### config.mk
export PLATFORM = sky130hd
export DESIGN_NAME = pc_sequencer_flat
export DESIGN_NICKNAME = d
export VERILOG_FILES = /design/src/rtl/cpu_pkg.sv /design/src/rtl/pc_sequencer_if.sv /design/src/rtl/pc_target_calc.sv /design/src/rtl/pc_sequencer.sv /design/src/flat_wrapper.sv
export SDC_FILE = /design/constraint.sdc
export NUM_CORES = 1
export LEC_CHECK = 0
export CAP_MARGIN = 20
export CORE_MARGIN = 1.5
export CORE_UTILIZATION = 58
export CTS_CLUSTER_DIAMETER = 50
export CTS_CLUSTER_SIZE = 16
export DETAILED_ROUTE_END_ITERATION = 10
export GPL_TIMING_DRIVEN = 0
export PLACE_DENSITY = 0.87
export SYNTH_ARGS = -nofsm -noshare
export SYNTH_HDL_FRONTEND = slang
export SYNTH_SLANG_ARGS = --single-unit
### constraint.sdc
create_clock -name clk -period 6.2 [get_ports clk]
set_input_delay 1.24 -clock clk [delete_from_list [all_inputs] [get_ports clk]]
set_output_delay 1.24 -clock clk [all_outputs]
set_load 0.02 [all_outputs]
### src/rtl/cpu_pkg.sv
// Shared types for the multi-cycle MIPS core: sequencer states, jump selection codes
// and the branch displacement helper.
package cpu_pkg;

    localparam logic [31:0] RESET_VECTOR_DEFAULT = 32'hBFC00000;

    typedef enum logic [1:0] {
        FETCH  = 2'b00,
        EXEC   = 2'b01,
        HALTED = 2'b10
    } pc_state_t;

    typedef enum logic [1:0] {
        JS_NONE = 2'b00,
        JS_ABS  = 2'b01,
        JS_PAGE = 2'b10,
        JS_REL  = 2'b11
    } jump_sel_t;

    // Word offset from the instruction becomes a signed byte displacement.
    function automatic logic [31:0] branch_disp(input logic [15:0] offset);
        return {{14{offset[15]}}, offset, 2'b00};
    endfunction

endpackage

### src/rtl/pc_sequencer_if.sv
// Bundle between the PC sequencer and the rest of the core (datapath and branch_control).
interface pc_sequencer_if;

    logic        stall;
    logic [1:0]  jump_addr_selection;
    logic [31:0] rs_data;
    logic [25:0] instr_index;
    logic [15:0] branch_offset;
    logic        state;
    logic [31:0] pc;
    logic [31:0] pc_plus8;
    logic        active;
    logic        fault;

    modport master (
        input  stall,
        input  jump_addr_selection,
        input  rs_data,
        input  instr_index,
        input  branch_offset,
        output state,
        output pc,
        output pc_plus8,
        output active,
        output fault
    );

    modport slave (
        output stall,
        output jump_addr_selection,
        output rs_data,
        output instr_index,
        output branch_offset,
        input  state,
        input  pc,
        input  pc_plus8,
        input  active,
        input  fault
    );

endinterface

### src/rtl/pc_target_calc.sv
// Combinational jump/branch target candidates for the instruction currently in EXEC.
module pc_target_calc
    import cpu_pkg::*;
(
    input  logic [31:0] pc_plus4,
    input  logic [31:0] rs_data,
    input  logic [25:0] instr_index,
    input  logic [15:0] branch_offset,
    output logic [31:0] cand_abs,
    output logic [31:0] cand_page,
    output logic [31:0] cand_rel
);

    assign cand_abs  = rs_data;
    assign cand_page = {pc_plus4[31:28], instr_index, 2'b00};
    assign cand_rel  = pc_plus4 + branch_disp(branch_offset);

endmodule

### src/rtl/pc_sequencer.sv
// Program counter and FETCH/EXEC sequencing; applies the branch_control selection
// after the delay slot and stops on halt (target 0) or a misaligned register jump.
module pc_sequencer
    import cpu_pkg::*;
#(
    parameter logic [31:0] RESET_VECTOR = RESET_VECTOR_DEFAULT
)(
    input  logic           clk,
    input  logic           reset,
    pc_sequencer_if.master bus
);

    pc_state_t   fsm;
    logic        state_q;
    logic [31:0] pc_q;
    logic        active_q;
    logic        fault_q;

    logic [31:0] cand_abs_q;
    logic [31:0] cand_page_q;
    logic [31:0] cand_rel_q;

    logic [31:0] pc_plus4;
    logic [31:0] cand_abs_d;
    logic [31:0] cand_page_d;
    logic [31:0] cand_rel_d;
    logic [31:0] next_pc;
    logic        misaligned;
    jump_sel_t   sel;

    assign pc_plus4 = pc_q + 32'd4;
    assign sel      = jump_sel_t'(bus.jump_addr_selection);

    pc_target_calc u_target_calc (
        .pc_plus4      (pc_plus4),
        .rs_data       (bus.rs_data),
        .instr_index   (bus.instr_index),
        .branch_offset (bus.branch_offset),
        .cand_abs      (cand_abs_d),
        .cand_page     (cand_page_d),
        .cand_rel      (cand_rel_d)
    );

    // The selection belongs to the previous instruction, so it picks among the
    // candidates latched from that instruction, not the ones being computed now.
    always_comb begin
        next_pc    = pc_plus4;
        misaligned = 1'b0;
        case (sel)
            JS_NONE: next_pc = pc_plus4;
            JS_ABS: begin
                next_pc    = cand_abs_q;
                misaligned = (cand_abs_q[1:0] != 2'b00);
            end
            JS_PAGE: next_pc = cand_page_q;
            JS_REL:  next_pc = cand_rel_q;
            default: next_pc = pc_plus4;
        endcase
    end

    always_ff @(posedge clk) begin
        if (reset) begin
            fsm         <= FETCH;
            state_q     <= 1'b0;
            pc_q        <= RESET_VECTOR;
            active_q    <= 1'b1;
            fault_q     <= 1'b0;
            cand_abs_q  <= 32'h0;
            cand_page_q <= 32'h0;
            cand_rel_q  <= 32'h0;
        end else begin
            case (fsm)
                FETCH: begin
                    fsm     <= EXEC;
                    state_q <= 1'b1;
                end
                EXEC: begin
                    if (!bus.stall) begin
                        cand_abs_q  <= cand_abs_d;
                        cand_page_q <= cand_page_d;
                        cand_rel_q  <= cand_rel_d;
                        state_q     <= 1'b0;
                        // A misaligned register jump wins over the halt check and keeps the delay-slot pc.
                        if (misaligned) begin
                            fsm      <= HALTED;
                            fault_q  <= 1'b1;
                            active_q <= 1'b0;
                        end else if (next_pc == 32'h0) begin
                            fsm      <= HALTED;
                            active_q <= 1'b0;
                            pc_q     <= 32'h0;
                        end else begin
                            fsm  <= FETCH;
                            pc_q <= next_pc;
                        end
                    end
                end
                HALTED: begin
                    fsm     <= HALTED;
                    state_q <= 1'b0;
                end
                default: begin
                    fsm     <= HALTED;
                    state_q <= 1'b0;
                end
            endcase
        end
    end

    assign bus.state    = state_q;
    assign bus.pc       = pc_q;
    assign bus.pc_plus8 = pc_q + 32'd8;
    assign bus.active   = active_q;
    assign bus.fault    = fault_q;

endmodule
### src/flat_wrapper.sv
// flat-port wrapper written by rule: the top's interface ports become plain ports
module pc_sequencer_flat import cpu_pkg::*;
#(
    parameter logic [31:0] RESET_VECTOR = RESET_VECTOR_DEFAULT
)
  (clk, reset, bus_stall, bus_jump_addr_selection, bus_rs_data, bus_instr_index, bus_branch_offset, bus_state, bus_pc, bus_pc_plus8, bus_active, bus_fault);
  pc_sequencer_if bus_i ();
  input  logic clk;
  input  logic reset;
  input wire logic [$bits(bus_i.stall)-1:0] bus_stall;
  input wire logic [$bits(bus_i.jump_addr_selection)-1:0] bus_jump_addr_selection;
  input wire logic [$bits(bus_i.rs_data)-1:0] bus_rs_data;
  input wire logic [$bits(bus_i.instr_index)-1:0] bus_instr_index;
  input wire logic [$bits(bus_i.branch_offset)-1:0] bus_branch_offset;
  output wire logic [$bits(bus_i.state)-1:0] bus_state;
  output wire logic [$bits(bus_i.pc)-1:0] bus_pc;
  output wire logic [$bits(bus_i.pc_plus8)-1:0] bus_pc_plus8;
  output wire logic [$bits(bus_i.active)-1:0] bus_active;
  output wire logic [$bits(bus_i.fault)-1:0] bus_fault;
  assign bus_i.stall = bus_stall;
  assign bus_i.jump_addr_selection = bus_jump_addr_selection;
  assign bus_i.rs_data = bus_rs_data;
  assign bus_i.instr_index = bus_instr_index;
  assign bus_i.branch_offset = bus_branch_offset;
  assign bus_state = bus_i.state;
  assign bus_pc = bus_i.pc;
  assign bus_pc_plus8 = bus_i.pc_plus8;
  assign bus_active = bus_i.active;
  assign bus_fault = bus_i.fault;
  pc_sequencer #(.RESET_VECTOR(RESET_VECTOR)) u_core (.clk(clk), .reset(reset), .bus(bus_i));
endmodule
==> reports/qor.csv <==
stage;metric;value;unit
job;max-cap violations;0;
clock_network;Num CTS Buffers;17;
detailed_routing;DRT antenna net count;0;
detailed_routing;first drt pass iteration count;6;
clock_network;clk buf depth;2;
clock_network;CTS H-tree lvls;4;
clock_network;clk_lat worst skew;0.43;ns
detailed_routing;drt drc;0;
synth;synthesized area per cell;7.746;sq um
floorplanning;I/O Pins;146;
outcome;status;finished, final reports clean;
sta;Tightest Pin Transition;1.050;ns
floorplanning;Starting Density;59.55;%
placed_design;IO buf count;142;
synth;sequential area share after synthesis;31.49;%
synth;number of distinct library cells after synthesis;69;
clock_network;Post-CTS Resized;0;
cells_and_area;final instance area;10560;sq um
detailed_routing;DR vias/cell;6.264;
pwr;Worst VDD drop;223.8;uV
cells_and_area;synth-to-layout area growth;27.75;%
worst_setup_path;Setup crit end kind;flop;
cells_and_area;fraction of layout cells with a size suffix above 1;7.568;%
sta;Clock Skews;0.01097;ns
clock_network;CTS Root Cell;clkbuf_16;
global_routing;global route overflow;0;
cells_and_area;ANT cells;0;
pwr;P_leak;0.004098;uW
floorplanning;die height;122.4;microns
sta;TNS Setup;0;ns
cells_and_area;fin util;76.07;%
floorplanning;core footprint;13880;sq um
floorplanning;area of the die;14980;sq um
sta;WHS;0.4533;ns
detailed_routing;via count;8908;
worst_setup_path;Worst Path Required;6.52;ns
synth;Top FF cell, synth;dfxtp_1;
clock_network;post-cts hold buffer count;0;
global_routing;vias in the first global route;8175;
sta;final worst path period share;79.81;%
sta;Slew headroom;29.72;%
placed_design;DP Wirelength;22.13;mm
synth;yosys warns;0;
clock_network;setup bufs post-CTS;0;
synth;Post-Synthesis Cell Area;8265;sq um
cells_and_area;fin nets;1346;
cells_and_area;most frequent cells in the layout;nand2_1, clkdlybuf4s50_1, dfxtp_1;
worst_setup_path;critical path peak fanout;9;
pwr;Power, Total;2516;uW
detailed_routing;final wirelength;29.45;mm
synth;Gate Count Post-Synth;1067;
hold_path;Min-Delay Path Class;reg -> reg;
worst_setup_path;Setup Crit Path Kind;reg -> reg;
pwr;power per cell area;238.3;nW/um^2
clock_network;Clock transition at path regs;0.07;ns
detailed_routing;drt wl/cell;20.71;microns
sta;Fmax;202.1;MHz
synth;#FFs+latches synth;130;
detailed_routing;initial drt markers;1082;
sta;Hold Violations, Final;0;
global_routing;antenna violations before repair;0;
sta;min Tclk post-route;4.948;ns
floorplanning;Rows;43;
placed_design;GPL Wtd Cong;0.9868;
global_routing;global-route usage over all layers;39.68;%
synth;Synth async-reset ratio;0;%
worst_setup_path;CP arrival;5.27;ns
global_routing;largest net degree at the start of global routing;19;
floorplanning;die width;122.4;microns
global_routing;first-pass GRT wire length;44.30;mm
sta;Max Transition Viols Final;0;
clock_network;TritonCTS Sinks;130;
clock_network;CTS tree;built;
sta;Final setup viols;0;
placed_design;Post-DP Area;9912;sq um
synth;Syn Nets;1184;
cells_and_area;commonest non-fill, non-tap cell in the layout;nand2_1;
sta;RSZ-0062 raised after global routing;false;
synth;Post-synth EDFFs;0;
worst_setup_path;CP startpoint kind;flop;
cells_and_area;fillcell total;1072;
## per-stage QoR
stage	setup WS (ns)	instances
2_1_floorplan	2.242	1067
4_1_cts	1.373	1421
3_5_place_dp	1.257	1389
3_3_place_gp	1.264	1389
6_report	1.252	1422
5_1_grt	1.030	1422
## sequential cells by signal, indices dropped and copies added, names as in the netlist
name                count
u_core.bus.pc          32
u_core.cand_abs_q      32
u_core.cand_rel_q      32
u_core.cand_page_q     30
u_core.bus.active       1
u_core.bus.fault        1
u_core.bus.state        1
u_core.fsm              1
## area by class of cell
class / count / area [sq um] / area share, %
buffer: 79 / 362.8 / 3.436
clock buffer: 18 / 439.2 / 4.159
clock inverter: 14 / 200.2 / 1.896
inverter: 18 / 67.56 / 0.6399
multi-input combinational: 840 / 5233 / 49.56
sequential: 130 / 2603 / 24.65
tap: 180 / 225.2 / 2.133
timing repair buffer: 143 / 1429 / 13.53
## worst max-delay path, cell delays in order, from the launching register on
cell,delay [ns]
dfxtp_1,0.70
ha_1,0.39
nand2_1,0.16
or4_1,0.52
buf_2,0.20
nor3_1,0.26
xor2_1,0.33
ha_1,0.35
or2_2,0.32
a21o_1,0.24
nand4_1,0.11
a31oi_1,0.11
a2111oi_0,0.67
nor2_1,0.13
a311o_1,0.34
## report_power, final
group,leakage (uW),switching (uW),internal (uW)
sequential,0.00106,35.0,877
clock,0.000304,420,689
combinational,0.00273,287,207
## routing by layer
layer  part of all wire [%]  vias up  track usage (%)  wire, microns
li1                       -     4098                -              -
met1                     40     4120            54.97          11860
met2                     43      597            60.82          12760
met3                     12       93            7.249           3606
met4                    4.1        0            16.50           1221
met5                      0        -                0              0
## worst paths after layout
kind | from | end | slack (ns) | cells after the start
worst max-delay path | u_core.bus.pc[2] | u_core.cand_rel_q[30] | 1.25 | 14
worst min-delay path | u_core.cand_rel_q[9] | u_core.cand_rel_q[9] | 0.45 | 2
worst max register to register | u_core.bus.pc[2] | u_core.cand_rel_q[30] | 1.25 | 14
worst min register to register | u_core.cand_rel_q[9] | u_core.cand_rel_q[9] | 0.45 | 2
## synth_stat cells, types with 7 or more instances
master	number	share of area (%)
buf_2	11	0.67
nand3_1	41	2.5
and3_1	7	0.53
mux4_2	13	3.5
inv_1	17	0.77
xor2_1	35	3.7
a211oi_1	15	1.4
xnor2_1	33	3.5
buf_4	12	1.1
or4_1	7	0.64
or2_2	9	0.68
nor4_1	8	0.61
mux2i_1	16	1.9
nor2_1	68	3.1
ha_1	37	5.6
a21o_1	15	1.4
nor3_1	27	1.6
a21oi_1	109	6.6
nand2_1	220	10
o21ai_0	42	2.5
dfxtp_1	130	31
a22o_1	9	0.95
nand4_1	18	1.4
clkbuf_1	49	2.2
## kinds of logic (layout without fill, tap and decap cells)
| kind of cell | Yosys count | after routing | synth area share [%] |
|---|---|---|---|
| AO/OA/AOI/OAI | 256 | 256 | 19.35 |
| XOR/XNOR | 69 | 69 | 7.402 |
| AND/OR/NAND/NOR | 443 | 443 | 24.55 |
| buffers and inverters | 97 | 272 | 5.207 |
| multiplexers | 34 | 34 | 6.161 |
| adder cells (fa/ha/maj) | 38 | 38 | 5.843 |
| flip-flops | 130 | 130 | 31.49 |
(Power assumes the default switching activity.)
